File: src/rtl/vga_cursor_ctrl.sv
// Text-mode cursor position, scroll request and blink/visibility generation.
// Optional blink logic is enabled by defining VGA_CURSOR_BLINK_EN.
module vga_cursor_ctrl #(
    parameter int COLS         = 80,
    parameter int ROWS         = 30,
    parameter int BLINK_FRAMES = 30
) (
    input  logic        i_clk,
    input  logic        i_rst,
    input  logic        i_cmd_valid,
    output logic        o_cmd_ready,
    input  logic [2:0]  i_cmd,
    input  logic [11:0] i_cmd_data,
    input  logic        i_frame_strobe,
    input  logic        i_cursor_en,
    input  logic        i_scroll_done,
    output logic        o_scroll_req,
    output logic [6:0]  o_cur_col,
    output logic [4:0]  o_cur_row,
    output logic [11:0] o_cur_pos_addr,
    output logic        o_cur_visible,
    output logic [1:0]  o_dbg_state
);

    localparam logic [2:0] CMD_NOP     = 3'd0;
    localparam logic [2:0] CMD_RIGHT   = 3'd1;
    localparam logic [2:0] CMD_LEFT    = 3'd2;
    localparam logic [2:0] CMD_UP      = 3'd3;
    localparam logic [2:0] CMD_DOWN    = 3'd4;
    localparam logic [2:0] CMD_HOME    = 3'd5;
    localparam logic [2:0] CMD_NEWLINE = 3'd6;
    localparam logic [2:0] CMD_SET     = 3'd7;

    localparam logic [6:0] LAST_COL = 7'(COLS - 1);
    localparam logic [4:0] LAST_ROW = 5'(ROWS - 1);

    // Valid/ready: a command transfers on a rising edge where i_cmd_valid and
    // o_cmd_ready are both high; ready is high only in IDLE.
    typedef enum logic [1:0] {
        S_IDLE        = 2'd0,
        S_EXEC        = 2'd1,
        S_SCROLL_WAIT = 2'd2
    } state_t;

    state_t      state_q, state_d;
    logic [6:0]  col_q, col_d;
    logic [4:0]  row_q, row_d;
    logic [11:0] addr_q, addr_d;
    logic        cmd_accept;
    logic        need_scroll;

    assign cmd_accept = i_cmd_valid && (state_q == S_IDLE);

    always_ff @(posedge i_clk) begin
        if (i_rst) begin
            state_q <= S_IDLE;
        end else begin
            state_q <= state_d;
        end
    end

    always_comb begin
        state_d = state_q;
        case (state_q)
            S_IDLE:        if (cmd_accept) state_d = need_scroll ? S_SCROLL_WAIT : S_EXEC;
            S_EXEC:        state_d = S_IDLE;
            S_SCROLL_WAIT: if (i_scroll_done) state_d = S_IDLE;
            default:       state_d = S_IDLE;
        endcase
    end

    always_comb begin
        o_cmd_ready  = (state_q == S_IDLE);
        o_scroll_req = (state_q == S_SCROLL_WAIT);
        o_dbg_state  = state_q;
    end

    // Position update happens on the accept edge; a scroll keeps the row.
    always_comb begin
        col_d       = col_q;
        row_d       = row_q;
        need_scroll = 1'b0;
        if (cmd_accept) begin
            case (i_cmd)
                CMD_RIGHT: begin
                    if (col_q == LAST_COL) begin
                        col_d = 7'd0;
                        if (row_q == LAST_ROW) need_scroll = 1'b1;
                        else                   row_d = row_q + 5'd1;
                    end else begin
                        col_d = col_q + 7'd1;
                    end
                end
                CMD_LEFT: begin
                    if (col_q != 7'd0) begin
                        col_d = col_q - 7'd1;
                    end else if (row_q != 5'd0) begin
                        col_d = LAST_COL;
                        row_d = row_q - 5'd1;
                    end
                end
                CMD_UP: if (row_q != 5'd0) row_d = row_q - 5'd1;
                CMD_DOWN: begin
                    if (row_q == LAST_ROW) need_scroll = 1'b1;
                    else                   row_d = row_q + 5'd1;
                end
                CMD_HOME: begin
                    col_d = 7'd0;
                    row_d = 5'd0;
                end
                CMD_NEWLINE: begin
                    col_d = 7'd0;
                    if (row_q == LAST_ROW) need_scroll = 1'b1;
                    else                   row_d = row_q + 5'd1;
                end
                CMD_SET: begin
                    if ((int'(i_cmd_data[6:0]) < COLS) && (int'(i_cmd_data[11:7]) < ROWS)) begin
                        col_d = i_cmd_data[6:0];
                        row_d = i_cmd_data[11:7];
                    end
                end
                default: ;
            endcase
        end
    end

    always_comb begin
        addr_d = addr_q;
        if (state_q != S_IDLE) addr_d = 12'(row_q) * 12'(COLS) + 12'(col_q);
    end

    always_ff @(posedge i_clk) begin
        if (i_rst) begin
            col_q  <= 7'd0;
            row_q  <= 5'd0;
            addr_q <= 12'd0;
        end else begin
            col_q  <= col_d;
            row_q  <= row_d;
            addr_q <= addr_d;
        end
    end

    assign o_cur_col      = col_q;
    assign o_cur_row      = row_q;
    assign o_cur_pos_addr = addr_q;

`ifdef VGA_CURSOR_BLINK_EN
    localparam int BW = (BLINK_FRAMES > 1) ? $clog2(BLINK_FRAMES) : 1;

    logic [BW-1:0] blink_cnt_q, blink_cnt_d;
    logic          phase_q, phase_d;

    // A movement restart takes priority over a coincident frame strobe.
    always_comb begin
        blink_cnt_d = blink_cnt_q;
        phase_d     = phase_q;
        if (cmd_accept && (i_cmd != CMD_NOP)) begin
            blink_cnt_d = '0;
            phase_d     = 1'b1;
        end else if (i_frame_strobe) begin
            if (blink_cnt_q == BW'(BLINK_FRAMES - 1)) begin
                blink_cnt_d = '0;
                phase_d     = ~phase_q;
            end else begin
                blink_cnt_d = blink_cnt_q + BW'(1);
            end
        end
    end

    always_ff @(posedge i_clk) begin
        if (i_rst) begin
            blink_cnt_q <= '0;
            phase_q     <= 1'b1;
        end else begin
            blink_cnt_q <= blink_cnt_d;
            phase_q     <= phase_d;
        end
    end

    assign o_cur_visible = i_cursor_en && phase_q && (state_q != S_SCROLL_WAIT);
`else
    logic unused_frame_strobe;
    assign unused_frame_strobe = i_frame_strobe;
    assign o_cur_visible       = i_cursor_en && (state_q != S_SCROLL_WAIT);
`endif

endmodule

File: config.mk
export PLATFORM = sky130hd
export DESIGN_NAME = vga_cursor_ctrl
export DESIGN_NICKNAME = d
export VERILOG_FILES = /design/src/rtl/vga_cursor_ctrl.sv
export SDC_FILE = /design/constraint.sdc
export NUM_CORES = 1
export LEC_CHECK = 0
export ABC_AREA = 1
export CAP_MARGIN = 20
export CELL_PAD_IN_SITES_DETAIL_PLACEMENT = 1
export CELL_PAD_IN_SITES_GLOBAL_PLACEMENT = 1
export CORE_MARGIN = 8
export CORE_UTILIZATION = 38
export CTS_BUF_LIST = sky130_fd_sc_hd__clkbuf_8
export CTS_CLUSTER_DIAMETER = 30
export DETAILED_ROUTE_END_ITERATION = 16
export PLACE_DENSITY = 0.9
export SYNTH_ARGS = -nofsm -noshare
export SYNTH_HDL_FRONTEND = slang
export SYNTH_SLANG_ARGS = --single-unit
File: constraint.sdc
create_clock -name i_clk -period 4.8 [get_ports i_clk]
set_input_delay 0.72 -clock i_clk [delete_from_list [all_inputs] [get_ports i_clk]]
set_output_delay 0.72 -clock i_clk [all_outputs]
set_load 0.03 [all_outputs]
==> results of run 1 <==
## flip-flops by register name, indices dropped and copies added, names as in the netlist
signal / flops
o_cur_row: 5
o_cur_pos_addr: 12
o_cur_col: 7
o_dbg_state: 2
## power by group through the flow
stage               logic (mW)  registers (mW)  clock network, mW
finish                   0.282           0.257              0.152
global route             0.316           0.261              0.164
CTS                      0.286           0.258              0.155
detailed placement       0.282           0.263                  0
global placement         0.272           0.262                  0
floorplan                0.157           0.289                  0
## layout make-up
cell class	instances	area, um2	share of cell area, %
multi-input cells	267	1400	51.6
flip-flops and latches	26	520	19.3
inverters	43	161	5.97
clock buffers	4	55.1	2.04
well taps	72	90.1	3.33
repair buffers	48	480	17.8
## worst reg2reg max path: cells and delay by family, from the launching register on
kind / cells / cell delay [ns]
XOR/XNOR: 1 / 0.28
buffers and inverters: 2 / 0.11
adder cells (fa/ha/maj): 3 / 0.78
AND/OR/NAND/NOR: 3 / 0.30
flip-flops: 1 / 0.50
AO/OA/AOI/OAI: 1 / 0.15
## Yosys cell counts (2+ instances only)
library cell  instances  area (um2)
xor2_1                8        70.1
nor2_2                3        18.8
nor2_1               65         244
o21ai_0              27         135
nand3_1              22         110
nand2_2               3        18.8
nand4_1               3        18.8
clkbuf_1              3        11.3
nand2_1              95         357
nand2_4               2        22.5
xnor2_1               2        17.5
inv_1                37         139
dfxtp_1              26         521
inv_2                 5        18.8
nor2_4                4        45.0
fa_1                  3        60.1
ha_1                 14         175
a21oi_1              11        55.1
## layer usage
| layer | vias up | routed length (um) |
|---|---|---|
| met3 | 4 | 288 |
| met4 | 0 | 26 |
| met2 | 48 | 2920 |
| met5 | - | 0 |
| met1 | 1012 | 3130 |
| li1 | 1161 | - |
## cell families (layout without fill, tap and decap cells)
kind of cell             Yosys count  in the layout  synth area share [%]
adder cells (fa/ha/maj)           17             17                  11.1
buffers and inverters             49             95                  9.30
flip-flops                        26             26                  24.6
XOR/XNOR                          10             10                  4.14
AND/OR/NAND/NOR                  201            201                  41.6
AO/OA/AOI/OAI                     39             39                  9.24
## final timing paths
check / end / slack [ns] / cells past startpoint
hold / removal: o_cur_pos_addr[4]$_SDFFE_PP0N_ / 0.49 / 2
hold reg to reg: o_cur_pos_addr[4]$_SDFFE_PP0N_ / 0.49 / 2
setup / recovery: o_cur_visible / 2.09 / 4
setup reg to reg: o_cur_pos_addr[10]$_SDFFE_PP0N_ / 2.58 / 10
==> implementation parameters, run 1 <==
Parameter                              Value

Status
  Run status ... finished, final reports clean

GRT
  GR met3 Demand/Resource ... 2.49%
  GR met1 Demand/Resource ... 20.3%
  Global-route usage over all layers ... 15.7%
  Number of antenna violations at the first check in global routing ... 0
  GRT met2 Usage ... 27.0%
  Vias in the first global route ... 2335
  Global-route wire length before repair ... 11.0 mm
  Maximum number of pins on one net before global-route repair ... 21
  Layer carrying the most global-route usage ... met2
  Aggregate global routing overflow ... 0

Route
  Final Routed Wirelength ... 6.36 mm
  Number of design rule violations left after detail routing ... 0
  Vias ... 2225
  Wire length per cell ... 13.8 um
  Final ANT Viol Nets ... 0
  Drt via density ... 4.84
  Number of detailed-routing iterations run before antenna repair ... 4
  Number of DRC markers after the initial detailed-route iteration ... 58

Synthesis
  Count of warnings emitted by yosys ... 0
  Cell count after synthesis ... 342
  Main synth FF type ... dfxtp_1
  Number of library cell types mapped by synthesis ... 27
  Netlist area before placement ... 2110 um2
  Number of flops mapped to enable cells by yosys ... 0
  Nets in the synthesized netlist ... 380
  Share of synthesized area occupied by flip-flops and latches ... 24.6%
  Total of flip-flops plus latches after synthesis ... 26
  Average cell area after synthesis ... 6.18 um2
  Proportion of synthesized flip-flops having asynchronous set or reset ... 0%

Setup path
  Endpoint class of the critical path ... output pin
  Reg-to-reg startpoint ... o_cur_row[0]$_SDFFE_PP0P_
  Startpoint Class ... input port
  Number of buffer and inverter stages on the critical path ... 3
  Worst path top cell family by delay ... buffers and inverters
  Max Fanout on Critical Path ... 1
  CP most frequent cell ... clkdlybuf4s50_1
  Worst path required time ... 4.08 ns
  Worst setup path start ... i_cursor_en
  Data arrival, critical path ... 1.99 ns
  Cell breakdown of the critical path ... clkdlybuf4s50_1 > inv_1 > nor2_1 > clkdlybuf4s50_1
  Worst-path cell with the longest stage delay ... clkdlybuf4s50_1
  Largest incremental delay on the critical path ... 0.68 ns
  Critical path class ... in2out

Floorplanning
  Initial Util ... 38.9%
  Number of primary I/O pins ... 50
  Die Y-Extent ... 90.6 um
  Row Count ... 27
  Die Outline Area ... 8200 um2
  Placeable core region ... 5440 um2
  Die boundary width ... 90.6 um

Pwr
  Share of total power in combinational logic ... 40.8%
  Fraction of power consumed by the clock network ... 22.0%
  P_leak ... 1.31 nW
  Overall power consumption ... 692 uW
  Switching share of power ... 39.9%
  Share of power burned in registers ... 37.2%
  Internal power contribution ... 416 uW
  Peak ir drop on the vdd network ... 0.127 mV
  Switch Pwr ... 276 uW
  Cell area power density ... 256 nW/um2

STA
  Count of final hold-check violations ... 0
  Smallest hold slack ... 0.495 ns
  Setup violators final ... 0
  Highest Clock Rate ... 0.369 GHz
  Share of the clock period used by the worst path ... 56.4%
  Number of slew-limit violations in the final report ... 0
  Time the worst path needs with I/O delays and setup ... 2.71 ns
  RSZ-0062 raised after global routing ... no
  Remaining max-slew budget at the tightest pin ... 52.9%
  Setup total negative slack ... 0 ns
  Worst setup skew after layout ... 0.00836 ns
  Worst Tran Pin Value ... 0.706 ns
  PnR worst setup slack ... 2.09 ns

CTS
  Source-to-sink clock delay at the later pin of the worst-skew pair ... 0.28 ns
  H-tree level count ... 1
  Clock transition at the registers of the reported paths ... 0.10 ns
  Number of hold buffers added after CTS ... 0
  Clock tree from TritonCTS ... yes
  Cts repair resizes ... 0
  CTS Buf Count ... 3
  Clock net sink count ... 26
  Cell at the root of the clock tree ... clkbuf_8
  Buffers from clock root to sink, at most ... 2
  Setup Buffers After CTS ... 0

Final layout
  Area growth syn-to-layout ... 27.9%
  Commonest non-fill, non-tap cells in the layout ... nand2_1, nor2_1, clkdlybuf4s50_1, inv_1, o21ai_0
  Final cell area excluding filler cells ... 2700 um2
  Diode insertion count for antenna repair ... 0
  Post-route insts no fill ... 460
  Most frequent standard cell in the layout excluding fill and tap cells ... nand2_1
  Layout fillers ... 740
  Share of final-layout standard cells stronger than drive strength 1 ... 5.93%
  Share of the core filled with cells in the final layout ... 49.7%
  Final net count ... 427

Place
  Worst slack at placement ... 2.10 ns
  Placed cell count ... 456
  Placed cell areas ... 2650 um2
  Weighted congestion at the end of routability-driven global placement ... 0.899
  Sum of net half-perimeters after detailed placement ... 5.17 mm
  Port bufs ... 48

Job
  Total of max-cap violations ... 0

Min path
  Type of the worst min-delay path ... reg2reg
  Hold path startpoint ... o_cur_pos_addr[4]$_SDFFE_PP0N_
No activity file was read; power rests on OpenSTA's default activity.
==> run 2, diff against run 1 <==
--- a/config.mk
+++ b/config.mk
@@ -10,11 +10,11 @@
 export CELL_PAD_IN_SITES_DETAIL_PLACEMENT = 1
 export CELL_PAD_IN_SITES_GLOBAL_PLACEMENT = 1
 export CORE_MARGIN = 8
-export CORE_UTILIZATION = 38
+export CORE_UTILIZATION = 35
 export CTS_BUF_LIST = sky130_fd_sc_hd__clkbuf_8
 export CTS_CLUSTER_DIAMETER = 30
 export DETAILED_ROUTE_END_ITERATION = 16
-export PLACE_DENSITY = 0.9
+export PLACE_DENSITY = 0.84
 export SYNTH_ARGS = -nofsm -noshare
 export SYNTH_HDL_FRONTEND = slang
 export SYNTH_SLANG_ARGS = --single-unit
==> constraint.sdc (replaced) <==
create_clock -name i_clk -period 2.6 [get_ports i_clk]
set_input_delay 0.39 -clock i_clk [delete_from_list [all_inputs] [get_ports i_clk]]
set_output_delay 0.39 -clock i_clk [all_outputs]
set_load 0.03 [all_outputs]
==> run 2 against run 1 <==
Compared with the run above:
- wire length up 1.5%
- final cell count rose by 1.3%
- worst setup slack got worse by 1.7 ns
- design area up 1.6%
- utilization down 3.1 points
- power is 96% higher
- clock skew shrank 0.0025 ns
- count of clock-buffer cells in the layout shrank 1
- via count is 3.0% higher
- non-clock buffer count grew 3
- clock power rose by 130%
- die area up 7.0%
==> implementation parameters, run 2 (synthesis results as in run 1) <==
Parameter                              Value

STA
  Setup total negative slack ... 0 ns (unchanged)
  Remaining max-slew budget at the tightest pin ... 56.9% (+4.0 points)
  Worst setup skew after layout ... 0.00589 ns (-0.00247 ns)
  Setup violators final ... 0 (unchanged)
  Worst Tran Pin Value ... 0.645 ns (-0.0605 ns)
  PnR worst setup slack ... 0.376 ns (-1.72 ns)
  Count of final hold-check violations ... 0 (unchanged)
  Number of slew-limit violations in the final report ... 0 (unchanged)
  Share of the clock period used by the worst path ... 85.5%
  RSZ-0062 raised after global routing ... no
  Time the worst path needs with I/O delays and setup ... 2.22 ns
  Highest Clock Rate ... 0.450 GHz

Pwr
  Cell area power density ... 493 nW/um2 (+93%)
  Share of power burned in registers ... 34.7% (-2.5 points)
  Internal power contribution ... 843 uW (+100%)
  Fraction of power consumed by the clock network ... 26.2% (+4.2 points)
  Switch Pwr ... 511 uW (+85%)
  Overall power consumption ... 1.35 mW (+96%)
  Share of total power in combinational logic ... 39.1% (-1.7 points)
  Switching share of power ... 37.7% (-2.1 points)
  P_leak ... 1.33 nW (+1.7%)
  Peak ir drop on the vdd network ... 0.192 mV (+52%)

Setup path
  Data arrival, critical path ... 2.41 ns (+0.42 ns)
  Endpoint class of the critical path ... register
  Path depth of the worst reg2reg path ... 10 (unchanged)
  Max Fanout on Critical Path ... 6 (+5)
  Worst-path cell with the longest stage delay ... dfxtp_1
  Worst path required time ... 2.78 ns (-1.30 ns)
  Cell breakdown of the critical path ... ha_1 > ha_1 > inv_1 > fa_1 > xnor2_1 > nand3_1 > nand2_1 > nand2_1 > o21ai_0 > inv_1
  Largest incremental delay on the critical path ... 0.40 ns (-0.28 ns)
  Startpoint Class ... register
  Critical path class ... reg2reg

Final layout
  Share of final-layout standard cells stronger than drive strength 1 ... 6.65% (+0.72 points)
  Commonest non-fill, non-tap cells in the layout ... nand2_1, nor2_1, clkdlybuf4s50_1, inv_1, o21ai_0
  Share of the core filled with cells in the final layout ... 46.7% (-3.1 points)
  Area growth syn-to-layout ... 30.0%
  Number of flip-flops in the largest register ... 12 (unchanged)
  Layout fillers ... 810 (+9.5%)
  Diode insertion count for antenna repair ... 0 (unchanged)
  Most frequent standard cell in the layout excluding fill and tap cells ... nand2_1
  Final net count ... 430 (+0.70%)

GRT
  Global-route wire length before repair ... 11.2 mm (+1.6%)
  Global-route usage over all layers ... 15.4% (-0.28 points)
  Maximum number of pins on one net before global-route repair ... 21 (unchanged)
  Aggregate global routing overflow ... 0 (unchanged)
  Number of antenna violations at the first check in global routing ... 0 (unchanged)
  Vias in the first global route ... 2388 (+2.3%)

Place
  Sum of net half-perimeters after detailed placement ... 5.27 mm (+2.0%)
  Weighted congestion at the end of routability-driven global placement ... 0.893 (-0.62%)
  Port bufs ... 48 (unchanged)
  Worst slack at placement ... 0.256 ns (-1.84 ns)

Route
  Final Routed Wirelength ... 6.46 mm (+1.5%)
  Drt via density ... 4.92 (+1.7%)
  Number of design rule violations left after detail routing ... 0 (unchanged)
  Final ANT Viol Nets ... 0 (unchanged)
  Vias ... 2292 (+3.0%)
  Wire length per cell ... 13.9 um (+0.20%)
  Number of DRC markers after the initial detailed-route iteration ... 61 (+5.2%)
  Number of detailed-routing iterations run before antenna repair ... 6 (+2)

Min path
  Number of stages on the worst hold path ... 2 (unchanged)
  Type of the worst min-delay path ... reg2reg

CTS
  Buffers from clock root to sink, at most ... 2 (unchanged)
  Number of hold buffers added after CTS ... 0 (unchanged)
  Clock net sink count ... 26 (unchanged)
  Cts repair resizes ... 0 (unchanged)
  H-tree level count ... 1 (unchanged)
  Clock tree from TritonCTS ... yes
  Setup Buffers After CTS ... 0 (unchanged)
  Source-to-sink clock delay at the later pin of the worst-skew pair ... 0.28 ns (about the same)
  CTS Buf Count ... 3 (unchanged)
  Cell at the root of the clock tree ... clkbuf_8
  Clock transition at the registers of the reported paths ... 0.10 ns (about the same)

Floorplanning
  Initial Util ... 35.9% (-2.9 points)
  Die boundary width ... 93.7 um (+3.5%)
  Die Y-Extent ... 93.7 um (+3.5%)
  Die Outline Area ... 8780 um2 (+7.0%)
  Placeable core region ... 5890 um2 (+8.2%)
  Row Count ... 28 (+3.7%)
  Number of primary I/O pins ... 50 (unchanged)

Job
  Total of max-cap violations ... 0 (unchanged)

Status
  Run status ... finished, final reports clean
==> run 2: routing by layer <==
layer  track usage (%)  wire, um
met5                 0         0
met4              4.76        90
met3              2.08       245
met2              26.4      3020
met1              19.5      3100
==> run 2: worst paths after layout <==
path                                                      from                         endpoint  slack [ns]
worst max register to register       o_cur_row[3]$_SDFFE_PP0P_  o_cur_pos_addr[10]$_SDFFE_PP0N_        0.38
worst min-delay path            o_cur_pos_addr[2]$_SDFFE_PP0N_   o_cur_pos_addr[2]$_SDFFE_PP0N_        0.50
worst min register to register  o_cur_pos_addr[2]$_SDFFE_PP0N_   o_cur_pos_addr[2]$_SDFFE_PP0N_        0.50
worst max-delay path                 o_cur_row[3]$_SDFFE_PP0P_  o_cur_pos_addr[10]$_SDFFE_PP0N_        0.38
==> run 2: area by class of cell <==
cell class | instances | area [um2] | area share [%]
clock inverters | 1 | 30.0 | 1.09
flip-flops and latches | 26 | 520 | 19.0
clock buffers | 3 | 41.3 | 1.50
well taps | 75 | 93.8 | 3.42
inverters | 43 | 161 | 5.88
repair buffers | 51 | 503 | 18.3
multi-input cells | 267 | 1400 | 50.8
==> run 2: metrics by stage <==
step,hold WS (ns),instance area [um2],instances
floorplan,0.459,2110,342
global placement,0.466,2680,462
detailed placement,0.486,2680,462
CTS,0.507,2750,466
global route,0.519,2750,466
finish,0.496,2750,466
==> run 2: power groups by stage <==
stage                     sequential [mW]  combinational, mW  clock, mW
final                               0.470              0.529      0.354
after floorplan                     0.534              0.290          0
after CTS                           0.471              0.536      0.363
after global placement              0.479              0.516          0
after global routing                0.476              0.590      0.375
after detailed placement            0.480              0.531          0
==> run 2: worst max-delay path: cells and delay by family, from the launching register on <==
family                   cells  cell delay (ns)
adder cells (fa/ha/maj)      3             0.89
buffers and inverters        2             0.11
flip-flops                   1             0.40
XOR/XNOR                     1             0.28
AO/OA/AOI/OAI                1             0.15
AND/OR/NAND/NOR              3             0.30
==> run 3, diff against run 2 <==
--- a/config.mk
+++ b/config.mk
@@ -14,7 +14,8 @@
 export CTS_BUF_LIST = sky130_fd_sc_hd__clkbuf_8
 export CTS_CLUSTER_DIAMETER = 30
 export DETAILED_ROUTE_END_ITERATION = 16
-export PLACE_DENSITY = 0.84
+export PLACE_DENSITY = 0.83
+export RECOVER_POWER = 100
 export SYNTH_ARGS = -nofsm -noshare
 export SYNTH_HDL_FRONTEND = slang
 export SYNTH_SLANG_ARGS = --single-unit
==> run 3 against run 2 <==
Compared with the run above:
- power decreased by 6.4%
- die area unchanged
- count of clock-buffer cells in the layout increased by 1
- combinational power decreased by 4%
- clock skew increased by 0.0035 ns
- utilization decreased by 0.83 points
- critical endpoint is now o_cur_col[1]$_SDFFE_PP0P_
- largest cell class unchanged
- worst hold slack got worse by 0.0038 ns
- critical path depth unchanged
- wire length increased by 4.2%
==> implementation parameters, run 3 (synthesis results as in run 1) <==
Parameter                              Value

Status
  Run status ... finished, final reports clean

Route
  Drt via density ... 4.93 (+0.26%)
  Vias ... 2293 (+0.044%)
  Number of detailed-routing iterations run before antenna repair ... 4 (-2)
  Wire length per cell ... 14.5 um (+4.4%)
  Number of DRC markers after the initial detailed-route iteration ... 70 (+15%)
  Final ANT Viol Nets ... 0 (unchanged)
  Final Routed Wirelength ... 6.73 mm (+4.2%)
  Number of design rule violations left after detail routing ... 0 (unchanged)

Floorplanning
  Die boundary width ... 93.7 um (unchanged)
  Die Y-Extent ... 93.7 um (unchanged)
  Number of primary I/O pins ... 50 (unchanged)
  Row Count ... 28 (unchanged)
  Initial Util ... 35.9% (unchanged)
  Placeable core region ... 5890 um2 (unchanged)
  Die Outline Area ... 8780 um2 (unchanged)

Setup path
  Endpoint class of the critical path ... register
  Max Fanout on Critical Path ... 8 (+2)
  Reg-to-reg startpoint ... o_cur_row[1]$_SDFFE_PP0P_
  Data arrival, critical path ... 2.42 ns (about the same)
  Worst path required time ... 2.80 ns (+0.02 ns)
  Reg-to-Reg End ... o_cur_pos_addr[10]$_SDFFE_PP0N_
  FF-to-FF setup slack ... 0.40 ns (+0.02 ns)
  Startpoint Class ... input port
  Path depth of the worst reg2reg path ... 10 (unchanged)
  Critical path class ... in2reg

Min path
  Hold path startpoint ... o_cur_pos_addr[4]$_SDFFE_PP0N_
  Sink of the worst hold path ... o_cur_pos_addr[4]$_SDFFE_PP0N_
  Number of stages on the worst hold path ... 2 (unchanged)
  Type of the worst min-delay path ... reg2reg

STA
  Time the worst path needs with I/O delays and setup ... 2.22 ns (-0.00148 ns)
  Highest Clock Rate ... 0.450 GHz (about the same)
  Worst setup skew after layout ... 0.00941 ns (+0.00352 ns)
  Setup violators final ... 0 (unchanged)
  Smallest hold slack ... 0.493 ns (-0.00383 ns)
  Setup total negative slack ... 0 ns (unchanged)
  PnR worst setup slack ... 0.377 ns (+0.00148 ns)
  Share of the clock period used by the worst path ... 85.5% (about the same)
  Count of final hold-check violations ... 0 (unchanged)
  Number of slew-limit violations in the final report ... 0 (unchanged)
  RSZ-0062 raised after global routing ... no
  Worst Tran Pin Value ... 0.653 ns (+0.00768 ns)
  Remaining max-slew budget at the tightest pin ... 56.4% (-0.51 points)

CTS
  H-tree level count ... 1 (unchanged)
  Cell at the root of the clock tree ... clkbuf_8
  Buffers from clock root to sink, at most ... 2 (unchanged)
  Clock net sink count ... 26 (unchanged)
  Source-to-sink clock delay at the later pin of the worst-skew pair ... 0.29 ns (about the same)
  Clock transition at the registers of the reported paths ... 0.11 ns (about the same)
  Cts repair resizes ... 0 (unchanged)
  Setup Buffers After CTS ... 0 (unchanged)
  CTS Buf Count ... 3 (unchanged)
  Clock tree from TritonCTS ... yes
  Number of hold buffers added after CTS ... 0 (unchanged)

Pwr
  Fraction of power consumed by the clock network ... 22.4% (-3.8 points)
  Switch Pwr ... 510 uW (about the same)
  Cell area power density ... 470 nW/um2 (-4.7%)
  Share of total power in combinational logic ... 40.3% (+1.2 points)
  Share of power burned in registers ... 37.3% (+2.6 points)
  P_leak ... 1.39 nW (+4.5%)
  Peak ir drop on the vdd network ... 0.206 mV (+6.9%)
  Overall power consumption ... 1.27 mW (-6.4%)
  Switching share of power ... 40.3% (+2.6 points)
  Internal power contribution ... 757 uW (-10%)

Final layout
  Number of flip-flops in the largest register ... 12 (unchanged)
  Final cell area excluding filler cells ... 2700 um2 (-1.8%)
  Layout fillers ... 800 (-1.2%)
  Diode insertion count for antenna repair ... 0 (unchanged)
  Share of final-layout standard cells stronger than drive strength 1 ... 4.62% (-2.0 points)
  Area growth syn-to-layout ... 27.6%
  Share of the core filled with cells in the final layout ... 45.8% (-0.83 points)
  Post-route insts no fill ... 465 (-0.21%)
  Commonest non-fill, non-tap cells in the layout ... nand2_1, nor2_1, inv_1, dlygate4sd3_1, o21ai_0
  Final net count ... 429 (-0.23%)
  Most frequent standard cell in the layout excluding fill and tap cells ... nand2_1

Job
  Total of max-cap violations ... 0 (unchanged)

GRT
  Global-route wire length before repair ... 10.9 mm (-2.8%)
  Vias in the first global route ... 2318 (-2.9%)
  Aggregate global routing overflow ... 0 (unchanged)
  Maximum number of pins on one net before global-route repair ... 21 (unchanged)
  Global-route usage over all layers ... 15.4% (-0.043 points)
  Number of antenna violations at the first check in global routing ... 0 (unchanged)

Place
  Worst slack at placement ... 0.222 ns (-0.0345 ns)
  Weighted congestion at the end of routability-driven global placement ... 0.857 (-4.1%)
  Port bufs ... 48 (unchanged)
  Sum of net half-perimeters after detailed placement ... 5.45 mm (+3.5%)
  Placed cell areas ... 2670 um2 (-0.28%)
  Placed cell count ... 461 (-0.22%)
[run 3: cell count changes in the layout (fill, tap and decap cells not counted), moves of 2 or more]
cell	before	now
dlygate4sd3_1	0	31
clkdlybuf4s50_1	48	17
nand2_4	2	0
inv_2	5	3
nand2_1	95	98
inv_1	37	39
[run 3: worst max path at each step]
stage | slack, ns | to | from
after global routing | 0.18 | o_cur_col[2]$_SDFFE_PP0P_ | i_cmd[0]
after floorplan | 0.46 | o_cur_pos_addr[10]$_SDFFE_PP0N_ | o_cur_row[0]$_SDFFE_PP0P_
after CTS | 0.38 | o_cur_pos_addr[10]$_SDFFE_PP0N_ | o_cur_row[1]$_SDFFE_PP0P_
after global placement | 0.32 | o_cur_row[4]$_SDFFE_PP0P_ | i_cmd[2]
after detailed placement | 0.22 | o_cur_row[4]$_SDFFE_PP0P_ | i_cmd[2]
final | 0.38 | o_cur_col[1]$_SDFFE_PP0P_ | i_cmd[0]
[run 3: layout make-up]
class / instances / area [um2] / share of cell area (%)
tap: 75 / 93.8 / 3.48
clock buffer: 4 / 55.1 / 2.04
timing repair buffer: 50 / 495 / 18.4
inverter: 43 / 161 / 5.98
sequential: 26 / 520 / 19.3
multi-input combinational: 267 / 1370 / 50.8
[run 3: power by group through the flow]
stage,clock network [mW],registers [mW],logic (mW)
final,0.284,0.472,0.510
after global routing,0.307,0.478,0.569
after CTS,0.292,0.475,0.532
after detailed placement,0,0.484,0.527
after global placement,0,0.483,0.510
after floorplan,0,0.534,0.290
[run 3: layer usage]
layer / track usage (%) / up-vias / share of wire (%)
li1: - / 1165 / -
met1: 19.6 / 1086 / 50
met2: 26.4 / 37 / 47
met3: 1.84 / 5 / 2.8
met4: 4.36 / 0 / 1.1
met5: 0 / - / 0
[run 3: worst max-delay path: stages]
cell and delay, ns:
dlygate4sd3_1 0.66, nand2_1 0.17, nor2_1 0.34, nand2_1 0.14, nand2_1 0.08, inv_1 0.11
nand2_1 0.29, inv_1 0.10, nor2_1 0.10, nor2_1 0.05
